**src/rtl/lsu_pkg.sv**
```systemverilog
// Shared types for the memory-stage load/store unit.
// Holds the FSM state encoding and the ResultSrc code that marks a load.
package lsu_pkg;

    typedef enum logic [1:0] {
        IDLE,
        REQ,
        RESP,
        DONE
    } lsu_state_t;

    localparam logic [1:0] RESULT_SRC_MEM = 2'b01;

endpackage

```
**src/rtl/lsu_timeout_ctr.sv**
```systemverilog
// Watchdog cycle counter for the LSU bus access.
// Ports: clk, rst (sync, high), clear, inc, limit -> expired (count==limit).
module lsu_timeout_ctr #(
    parameter int W = 8
) (
    input  logic         clk,
    input  logic         rst,
    input  logic         clear,
    input  logic         inc,
    input  logic [W-1:0] limit,
    output logic         expired
);

    logic [W-1:0] cnt;

    assign expired = (cnt == limit);

    // Saturates at the limit so a stalled FSM never wraps back to 0.
    always_ff @(posedge clk) begin
        if (rst) begin
            cnt <= '0;
        end else if (clear) begin
            cnt <= '0;
        end else if (inc && !expired) begin
            cnt <= cnt + 1'b1;
        end
    end

endmodule

```
**src/rtl/mem_stage_lsu.sv**
```systemverilog
// Memory-stage LSU: one word access per M-stage instruction over a
// valid/ready bus, load data to M/W, stall_m holds the pipe meanwhile.
// Ports: M bundle in (ALUResult_m, WriteData_m, MemWrite_m, ResultSrc_m),
// stall_m/rdata_m/misalign_m/bus_err_m out, mem_req_* / mem_rsp_* bus.
// Optional watchdog: define LSU_TIMEOUT_EN (limit TIMEOUT_CYC cycles).
module mem_stage_lsu #(
    parameter int ADDR_W      = 32,
    parameter int DATA_W      = 32,
    parameter int TIMEOUT_CYC = 255
) (
    input  logic              clk,
    input  logic              rst,
    input  logic [ADDR_W-1:0] ALUResult_m,
    input  logic [DATA_W-1:0] WriteData_m,
    input  logic              MemWrite_m,
    input  logic [1:0]        ResultSrc_m,
    output logic              stall_m,
    output logic [DATA_W-1:0] rdata_m,
    output logic              misalign_m,
    output logic              bus_err_m,
    output logic              mem_req_valid,
    input  logic              mem_req_ready,
    output logic              mem_req_we,
    output logic [ADDR_W-1:0] mem_req_addr,
    output logic [DATA_W-1:0] mem_req_wdata,
    input  logic              mem_rsp_valid,
    input  logic [DATA_W-1:0] mem_rsp_rdata
);

    import lsu_pkg::*;

    lsu_state_t state;
    lsu_state_t state_nx;

    logic access;
    logic misaligned;
    logic timeout;
    logic busy;

    assign access     = MemWrite_m || (ResultSrc_m == RESULT_SRC_MEM);
    assign misaligned = (ALUResult_m[1:0] != 2'b00);
    assign busy       = (state == REQ) || (state == RESP);

`ifdef LSU_TIMEOUT_EN
    localparam int CW = $clog2(TIMEOUT_CYC + 2);

    logic ctr_clear;

    assign ctr_clear = (state == IDLE) && access;

    lsu_timeout_ctr #(
        .W(CW)
    ) u_timeout_ctr (
        .clk    (clk),
        .rst    (rst),
        .clear  (ctr_clear),
        .inc    (busy),
        .limit  (CW'(TIMEOUT_CYC)),
        .expired(timeout)
    );

    always_ff @(posedge clk) begin
        if (rst) begin
            bus_err_m <= 1'b0;
        end else begin
            bus_err_m <= busy && timeout;
        end
    end
`else
    logic timeout_unused;

    assign timeout_unused = |32'(TIMEOUT_CYC);
    assign timeout        = 1'b0;
    assign bus_err_m      = 1'b0;
`endif

    always_ff @(posedge clk) begin
        if (rst) begin
            state <= IDLE;
        end else begin
            state <= state_nx;
        end
    end

    always_comb begin
        state_nx = state;
        stall_m  = 1'b0;
        unique case (state)
            IDLE: begin
                stall_m = access;
                if (access) begin
                    state_nx = misaligned ? DONE : REQ;
                end
            end
            REQ: begin
                stall_m = 1'b1;
                if (timeout) begin
                    state_nx = DONE;
                end else if (mem_req_ready) begin
                    state_nx = RESP;
                end
            end
            RESP: begin
                stall_m = 1'b1;
                if (timeout || mem_rsp_valid) begin
                    state_nx = DONE;
                end
            end
            DONE: begin
                state_nx = IDLE;
            end
            default: begin
                state_nx = IDLE;
            end
        endcase
    end

    // Request fields are latched only when leaving IDLE, so they stay
    // stable through REQ regardless of what the M-stage inputs do.
    always_ff @(posedge clk) begin
        if (rst) begin
            mem_req_valid <= 1'b0;
            mem_req_we    <= 1'b0;
            mem_req_addr  <= '0;
            mem_req_wdata <= '0;
            rdata_m       <= '0;
            misalign_m    <= 1'b0;
        end else begin
            misalign_m <= 1'b0;
            unique case (state)
                IDLE: begin
                    if (access && misaligned) begin
                        misalign_m <= 1'b1;
                    end else if (access) begin
                        mem_req_valid <= 1'b1;
                        mem_req_we    <= MemWrite_m;
                        mem_req_addr  <= {ALUResult_m[ADDR_W-1:2], 2'b00};
                        mem_req_wdata <= WriteData_m;
                    end
                end
                REQ: begin
                    if (timeout) begin
                        mem_req_valid <= 1'b0;
                        if (!mem_req_we) begin
                            rdata_m <= '0;
                        end
                    end else if (mem_req_ready) begin
                        mem_req_valid <= 1'b0;
                    end
                end
                RESP: begin
                    if (timeout) begin
                        if (!mem_req_we) begin
                            rdata_m <= '0;
                        end
                    end else if (mem_rsp_valid && !mem_req_we) begin
                        rdata_m <= mem_rsp_rdata;
                    end
                end
                default: begin
                end
            endcase
        end
    end

endmodule
```
**config.mk**
```make
export PLATFORM = sky130hd
export DESIGN_NAME = mem_stage_lsu
export DESIGN_NICKNAME = d
export VERILOG_FILES = /design/src/rtl/lsu_pkg.sv /design/src/rtl/lsu_timeout_ctr.sv /design/src/rtl/mem_stage_lsu.sv
export SDC_FILE = /design/constraint.sdc
export NUM_CORES = 1
export LEC_CHECK = 0
export CAP_MARGIN = 25
export CORE_AREA = 2 2 148 114
export CTS_CLUSTER_DIAMETER = 60
export CTS_CLUSTER_SIZE = 25
export DETAILED_ROUTE_END_ITERATION = 7
export DIE_AREA = 0 0 150 116
export HOLD_SLACK_MARGIN = 0.1
export PLACE_DENSITY = 0.57
export RECOVER_POWER = 100
export SYNTH_ARGS = -nofsm -noshare
export SYNTH_HDL_FRONTEND = slang
export SYNTH_SLANG_ARGS = --single-unit
export TNS_END_PERCENT = 100
```
**constraint.sdc**
```tcl
create_clock -name clk -period 1.85 [get_ports clk]
set_input_delay 0.2775 -clock clk [delete_from_list [all_inputs] [get_ports clk]]
set_output_delay 0.2775 -clock clk [all_outputs]
set_load 0.005 [all_outputs]
```
# [Word level (Yosys, flattened, before mapping)]
# Cells that the tools add are included.
[word_totals] register_bits=99
[op_classes] n_eq_ne=8 mux=11 bitwise=2 n_reduce_logical=13
[ops] operator="$mux W2" count=4
[ops] operator="$ne A2 B2 Y1 const B" count=4
[ops] operator="$pmux W2 S4" count=1
[ops] operator="$reduce_and A3 Y1" count=2
[ops] operator="$eq A2 B1 Y1 const B" count=2
[ops] operator="$eq A2 B2 Y1 const B" count=2
[ops] operator="$mux W1" count=4
[ops] operator="$pmux W1 S2" count=2
[ops] operator="$reduce_and A4 Y1" count=1
[ops] operator="$reduce_bool A2 Y1" count=2
[ops] operator="$reduce_or A2 Y1" count=2
[ops] operator="$logic_and A1 B1 Y1" count=2
[ops] operator="$logic_not A2 Y1" count=1
[ops] operator="$not A1 Y1" count=2
[ops] operator="$reduce_and A2 Y1" count=1
[ops] operator="$logic_not A1 Y1" count=1
[ops] operator="$logic_or A1 B1 Y1" count=1

# [Longest topological paths before layout]
# Gate-level depths: netlist (run 1).
[logic_depth] depth_word=5 ltp_mapped=8 mapped_depth_nobuf=6

# [Least setup slack after synthesis (run 1)]
# OpenSTA, ideal clock, no wires.
[synth_timing] kind="register to register" startpoint="register state[0]" endpoint="register mem_req_wdata[28]" setup_ns=0.070 t_arrival_ns=1.674 t_required_ns=1.780 path_slack_ns=0.106 stages_incl_launch_ff=8 period_less_slack_ns=1.744 cell_sequence="dfxtp_1 inv_1 ha_1 inv_2 a2111oi_4 buf_6 nand2_1 a21oi_1"
[synth_via] elab_chain_len=2
[synth_rtl] item="from (decl)" line="mem_stage_lsu.sv:32" text="lsu_state_t state;"
[synth_rtl] item="from (signal assigned)" line="mem_stage_lsu.sv:81" text="state <= state_nx;"
[synth_rtl] item="$logic_not A2 Y1" line="mem_stage_lsu.sv:130" text="unique case (state)"
[synth_rtl] item="$reduce_and A3 Y1 (no line)"
[synth_rtl] item="to (signal assigned)" line="mem_stage_lsu.sv:138" text="mem_req_wdata <= WriteData_m;"
[synth_rtl] item="to (decl)" line="mem_stage_lsu.sv:25" text="output logic [DATA_W-1:0] mem_req_wdata,"
# No other way between the ends.
# A chain may end at the register's enable or synchronous reset.

# [Worst setup path in the final report (run 1)]
[layout_timing] startpoint="input ResultSrc_m[1]" endpoint="output stall_m"
[layout_via] elab_chain_len=3
[layout_rtl] item="from (decl)" line="mem_stage_lsu.sv:16" text="input logic [1:0] ResultSrc_m,"
[layout_rtl] item="$eq A2 B1 Y1" line="mem_stage_lsu.sv:40" text="assign access = MemWrite_m || (ResultSrc_m == RESULT_SRC_MEM);"
[layout_rtl] item="$logic_or A1 B1 Y1" line="mem_stage_lsu.sv:40"
[layout_rtl] item="$pmux W1 S2" line="mem_stage_lsu.sv:88" text="unique case (state)"
[layout_rtl] item="to (decl)" line="mem_stage_lsu.sv:17" text="output logic stall_m,"
# No other way between the ends.

==> flow_summary_export.csv, run 1 <==
group,metric,value,unit
worst_setup_path,cp.required,1.57,ns
clock_network,clkSlewWorstSetupHoldPaths,0.07,ns
power_and_ir_drop,power_density,944,nW/µm²
clock_network,clock_sink_count,99,
floorplanning,die_width,150,µm
layout,design_area,6210,µm²
clock_network,cts.htree.levels,3,
sta,rsz_0062_raised_after_global_routing,"false",
grt,grt_pass1_vias,3638,
layout,num_antenna_cells,0,
floorplanning,core_area,15800,µm²
clock_network,cts.repair_timing.setup_buffer_count,0,
worst_setup_path,r2r_setup_slack,0.16,ns
hold_path,worst_hold_path_type,"primary input to register",
grt,antenna_violations_before_repair,0,
layout,most_common_cell_after_layout_fill_and_taps_aside,"sky130_fd_sc_hd__nand2_1",
grt,grt_max_degree,42,
clock_network,ctsHoldBuffers,0,
floorplanning,dieHeight,116,µm
floorplanning,floorplan.die_area,17400,µm²
sta,worst_pin_slew,0.598,ns
routing,detail_route.vias_per_cell,4.19,
clock_network,clock_latency,0.34,ns
job,max_cap_check_violation_count,0,
sta,maxSlewHeadroom,0.602,
placement,finalWeightedCongestion,0.770,
yosys,synthesis.yosys.warnings,0,
grt,grt-ovfl-total,0,
routing,routed_wirelength,11300,µm
routing,drt-wirelength-per-cell,13.1,µm
sta,worst_hold_slack,0.352,ns
routing,detail_route.iter0.violations,129,
worst_setup_path,critPathKind,"primary input to output pin",
yosys,seq_area_frac_synth,0.548,
routing,ant_nets,0,
sta,setup_viol_count_final,0,
floorplanning,io-pin-count,204,
floorplanning,starting_density_of_the_core,0.229,
layout,layout_common_cells,"sky130_fd_sc_hd__nand2_1, sky130_fd_sc_hd__clkdlybuf4s50_1, sky130_fd_sc_hd__dfxtp_1, sky130_fd_sc_hd__a21oi_1, sky130_fd_sc_hd__dlygate4sd3_1",
yosys,synth.cell_area,3620,µm²
yosys,yosys_register_bits,99,
placement,dpl.cell_count,847,
worst_setup_path,setup.worst_path.start_class,"primary input",
sta,report.final.slew_viol_count,0,
routing,detailed_route_drc_error_count,0,
sta,clock-skew-final,0.00283,ns
clock_network,cts_tree,"done",
grt,grt_first_pass_wirelength,18200,µm
sta,max_freq,579,MHz
placement,number_of_port_buffers,200,
placement,placedInstanceArea,5890,µm²
floorplanning,floorplan.rows,40,
clock_network,clockRootBuffer,"sky130_fd_sc_hd__clkbuf_16",
routing,dr_total_vias,3618,
yosys,synth.avg_cell_area,7.99,µm²
layout,drive_gt1_frac,0.0643,
sta,timing.final.hold_violations,0,
clock_network,clock_path_buffers,2,
yosys,post_synth_num_cell_types,24,
routing,detailedRoute.firstPassIterationCount,4,
power_and_ir_drop,vdd_ir_drop_max,0.000447,V
sta,min_period_over_period,0.933,
power_and_ir_drop,total_leakage_power,2.47,nW
yosys,synthCells,453,
layout,num-nets-final,756,
outcome,run_status,"completed",
worst_setup_path,setup.worst_path.end_class,"output pin",
layout,fillcell_total,1626,
layout,areaGrowthSynthToFinish,71.5,%
worst_setup_path,cp_data_arrival_time,1.45,ns
worst_setup_path,crit_path_max_fanout,2,
placement,dp.final_hpwl,8480,µm
clock_network,cts_made_buffers,9,
sta,final.min_clock_period,1.73,ns
grt,track_usage,0.133,
layout,stdcell_count,863,
## through the flow
step	total power, mW	setup slack [ns]	util	TNS, ns
6_report	5.86	0.124	0.392	0
4_1_cts	6.04	0.0570	0.393	0
3_3_place_gp	4.05	-0.186	0.373	-4.76
5_1_grt	6.23	0.0188	0.392	0
2_1_floorplan	3.18	0.106	-	0
3_5_place_dp	4.08	-0.198	0.373	-6.69
## layout make-up
| type | instances | area [µm²] | area share |
|---|---|---|---|
| Inverter | 5 | 18.8 | 0.00302 |
| Clock inverter | 6 | 63.8 | 0.0103 |
| Timing Repair Buffer | 215 | 2170 | 0.350 |
| Sequential cell | 99 | 1980 | 0.319 |
| Multi-Input combinational cell | 318 | 1470 | 0.237 |
| Clock buffer | 10 | 239 | 0.0385 |
| Tap cell | 210 | 263 | 0.0423 |
## layer usage
metal	wire length, µm	up-vias	GRT usage
met5	0	-	0
met4	252	0	0.0579
met3	934	19	0.0433
met2	5120	120	0.212
met1	5040	1641	0.164
li1	-	1838	-
## synth_stat cells
cell type	n	share of area
sky130_fd_sc_hd__inv_1	3	0.0031
sky130_fd_sc_hd__buf_6	6	0.019
sky130_fd_sc_hd__a311oi_1	1	0.0024
sky130_fd_sc_hd__and2b_2	1	0.0024
sky130_fd_sc_hd__or2_2	1	0.0017
sky130_fd_sc_hd__a2111oi_4	1	0.0076
sky130_fd_sc_hd__o21ai_0	1	0.0014
sky130_fd_sc_hd__o2111a_1	1	0.0031
sky130_fd_sc_hd__nand2_1	191	0.20
sky130_fd_sc_hd__o311a_1	1	0.0028
sky130_fd_sc_hd__nand2b_1	2	0.0035
sky130_fd_sc_hd__dfxtp_1	99	0.55
sky130_fd_sc_hd__ha_1	5	0.017
sky130_fd_sc_hd__nand2b_4	1	0.0038
sky130_fd_sc_hd__conb_1	1	0.0010
sky130_fd_sc_hd__nor2_1	6	0.0062
sky130_fd_sc_hd__nor3_1	2	0.0028
sky130_fd_sc_hd__mux2i_1	1	0.0028
sky130_fd_sc_hd__inv_2	2	0.0021
sky130_fd_sc_hd__buf_4	3	0.0062
sky130_fd_sc_hd__nand3_1	1	0.0014
sky130_fd_sc_hd__a21oi_1	98	0.14
sky130_fd_sc_hd__clkbuf_1	24	0.025
sky130_fd_sc_hd__o211ai_2	1	0.0035
## report_power, final
group	internal, mW	switching, mW
logic	0.815	0.715
clock network	1.08	0.803
registers	2.34	0.102
## worst max-delay path, cell delays in order
cell                              delay [ns]
sky130_fd_sc_hd__clkdlybuf4s50_1        0.48
sky130_fd_sc_hd__and2b_2                0.23
sky130_fd_sc_hd__o21ai_1                0.16
sky130_fd_sc_hd__a21oi_1                0.09
sky130_fd_sc_hd__clkdlybuf4s15_1        0.21
## logic make-up after synthesis
kind of cell             count (synthesis)  share of synthesized area
other                                    1                    0.00104
AO/OA/AOI/OAI                          104                      0.156
flip-flops                              99                      0.548
adder cells (fa/ha/maj)                  5                     0.0173
buffers and inverters                   38                     0.0550
AND/OR/NAND/NOR                        205                      0.220
multiplexers                             1                    0.00277
## path summary, 6_finish.rpt
check / startpoint / end / cells after the start
max: ResultSrc_m[1] / stall_m / 5
max reg2reg: state[0] / mem_req_addr[16] / 7
min reg2reg: rdata_m[24] / rdata_m[24] / 2
min: rst / rdata_m[26] / 2
## repair_timing
action / 4_1_cts / 5_1_grt
pin swaps: 1 / 0
setup endpoints to repair: 1 / 1
resized for setup: 6 / 1
endpoints found under the hold margin: 0 / 0
## sequential cells by signal, summed over array words and instances, names as in the netlist
name	flops
mem_req_wdata	32
mem_req_we	1
rdata_m	32
misalign_m	1
mem_req_addr	30
mem_req_valid	1
state	2
No activity file was read; power rests on OpenSTA's default activity.
==> run 2, diff against run 1 <==
SETUP_SLACK_MARGIN = 0.5   (was unset)
==> run 2 against run 1 <==
Against the previous run:
- flip-flop and latch count stayed put
- critical path depth increased by 3
- power increased by 9.5%
- register-to-register slack gained 0.04 ns
- via count up 7.9%
- count of clock-buffer cells in the layout unchanged
- largest cell class unchanged
==> flow_summary_export.csv, run 2 (same netlist as run 1, synthesis figures left out) <==
group,metric,value,unit
worst_setup_path,critical_path.startpoint,"state[0]",
routing,detail_route.iter0.violations,115,
hold_path,worst_hold_path_type,"primary input to register",
grt,grt_first_pass_wirelength,19100,µm
layout,layout_common_cells,"sky130_fd_sc_hd__nand2_1, sky130_fd_sc_hd__clkdlybuf4s50_1, sky130_fd_sc_hd__dfxtp_1, sky130_fd_sc_hd__dlygate4sd2_1, sky130_fd_sc_hd__a21oi_1",
floorplanning,die_width,150,µm
floorplanning,floorplan.rows,40,
worst_setup_path,setup.worst_path.start_class,"register",
routing,drt-wirelength-per-cell,15.0,µm
floorplanning,starting_density_of_the_core,0.229,
grt,grt_pass1_vias,3776,
floorplanning,floorplan.die_area,17400,µm²
sta,final.min_clock_period,1.65,ns
grt,antenna_violations_before_repair,1,
routing,routed_wirelength,13400,µm
layout,fillcell_total,1580,
placement,finalWeightedCongestion,0.697,
worst_setup_path,critPathKind,"register to register",
clock_network,clkSlewWorstSetupHoldPaths,0.07,ns
worst_setup_path,setup.worst_path.end_class,"register",
grt,grt_max_degree,41,
floorplanning,io-pin-count,204,
clock_network,clockRootBuffer,"sky130_fd_sc_hd__clkbuf_16",
placement,dp.final_hpwl,8440,µm
routing,detailed_route_drc_error_count,0,
layout,drive_gt1_frac,0.187,
layout,ff_latch_area,1980,µm²
layout,most_common_cell_after_layout_fill_and_taps_aside,"sky130_fd_sc_hd__nand2_1",
hold_path,worst_hold_startpoint,"rst",
clock_network,clock_latency,0.35,ns
worst_setup_path,crit_path_max_fanout,8,
layout,top_regs,"mem_req_wdata (32), rdata_m (32), mem_req_addr (30)",
power_and_ir_drop,total_leakage_power,2.98,nW
grt,grt-ovfl-total,0,
sta,setup_viol_count_final,0,
clock_network,clock_path_buffers,2,
clock_network,cts.htree.levels,3,
sta,clock-skew-final,0.00645,ns
routing,dr_total_vias,3905,
clock_network,cts_made_buffers,9,
clock_network,ctsHoldBuffers,0,
sta,min_period_over_period,0.890,
power_and_ir_drop,fin_total_pwr,6.42,mW
grt,track_usage,0.141,
layout,areaGrowthSynthToFinish,88.8,%
sta,max_freq,607,MHz
power_and_ir_drop,power_density,939,nW/µm²
layout,num-nets-final,787,
power_and_ir_drop,vdd_ir_drop_max,0.000488,V
routing,ant_nets,0,
sta,rsz_0062_raised_after_global_routing,"true",
placement,number_of_port_buffers,200,
sta,worst_slack,0.203,ns
sta,timing.final.hold_violations,0,
outcome,run_status,"completed",
placement,placement.setup.worst_slack,-0.238,ns
routing,detail_route.vias_per_cell,4.36,
layout,area_of_the_multi_input_gates,1770,µm²
worst_setup_path,cp.required,2.13,ns
worst_setup_path,cp_data_arrival_time,1.93,ns
routing,detailedRoute.firstPassIterationCount,4,
floorplanning,dieHeight,116,µm
clock_network,clock_sink_count,99,
clock_network,cts_tree,"done",
floorplanning,core_area,15800,µm²
worst_setup_path,r2r_start,"state[0]",
job,max_cap_check_violation_count,0,
sta,report.final.slew_viol_count,0,
[run 2: cell types whose count changed in the layout (fill, tap and decap cells not counted), sizes merged, moves of 2 or more]
cell	delta
buf	+25
dlygate4sd2	+96
clkdlybuf4s50	-3
or2	+2
clkbuf	+5
dlygate4sd3	-97
clkdlybuf4s25	+3
[run 2: metrics by stage]
| step | area (µm²) | hold WS [ns] | cells | setup TNS (ns) | util |
|---|---|---|---|---|---|
| global placement | 5920 | 0.442 | 849 | -6.74 | 0.375 |
| floorplan | 3650 | 0.413 | 455 | 0 | - |
| finish | 6830 | 0.338 | 895 | 0 | 0.432 |
| detailed placement | 5920 | 0.446 | 849 | -7.45 | 0.375 |
| CTS | 6560 | 0.321 | 885 | 0 | 0.415 |
| global route | 6830 | 0.346 | 895 | 0 | 0.432 |
[run 2: cell type report]
cell class	instances	share of cell area
Clock inverter	6	0.00714
Multi-Input combinational cell	320	0.259
Timing Repair Buffer	244	0.367
Inverter	5	0.00311
Tap cell	210	0.0385
Clock buffer	10	0.0350
Antenna cell	1	0.000366
Sequential cell	99	0.290
[run 2: critical path: stages, from the launching register on]
cell and delay (ns):
sky130_fd_sc_hd__dfxtp_1 0.32, sky130_fd_sc_hd__inv_1 0.13, sky130_fd_sc_hd__buf_4 0.14, sky130_fd_sc_hd__ha_4 0.14, sky130_fd_sc_hd__nand2_4 0.06, sky130_fd_sc_hd__nor2_2 0.35
sky130_fd_sc_hd__clkbuf_16 0.25, sky130_fd_sc_hd__nand2_1 0.06, sky130_fd_sc_hd__a21oi_1 0.12
[run 2: routing by layer]
metal	wire length, µm	track usage
met5	0	0
met4	231	0.0484
met3	1190	0.0602
met2	6250	0.232
met1	5740	0.167
[run 2: final timing paths]
check / endpoint / slack [ns] / cells past startpoint
setup / recovery: rdata_m[3] / 0.20 / 8
hold / removal: state[1] / 0.34 / 2
setup reg to reg: rdata_m[3] / 0.20 / 8
hold reg to reg: mem_req_wdata[29] / 0.45 / 2
[run 2: timing repair]
action | 4_1_cts | 5_1_grt
pin swaps | 23 | 39
gates cloned | 6 | 5
buffers inserted | 14 | 4
setup endpoints to repair | 195 | 103
hold endpoints to repair | 0 | 0
gates resized for setup | 165 | 87
[run 2: power breakdown]
group | internal, mW | switching, mW | leakage, nW
Sequential | 2.34 | 0.101 | 0.803
Clock | 0.963 | 0.856 | 0.137
Combinational | 1.16 | 1.00 | 2.04
Total | 4.46 | 1.96 | 2.98
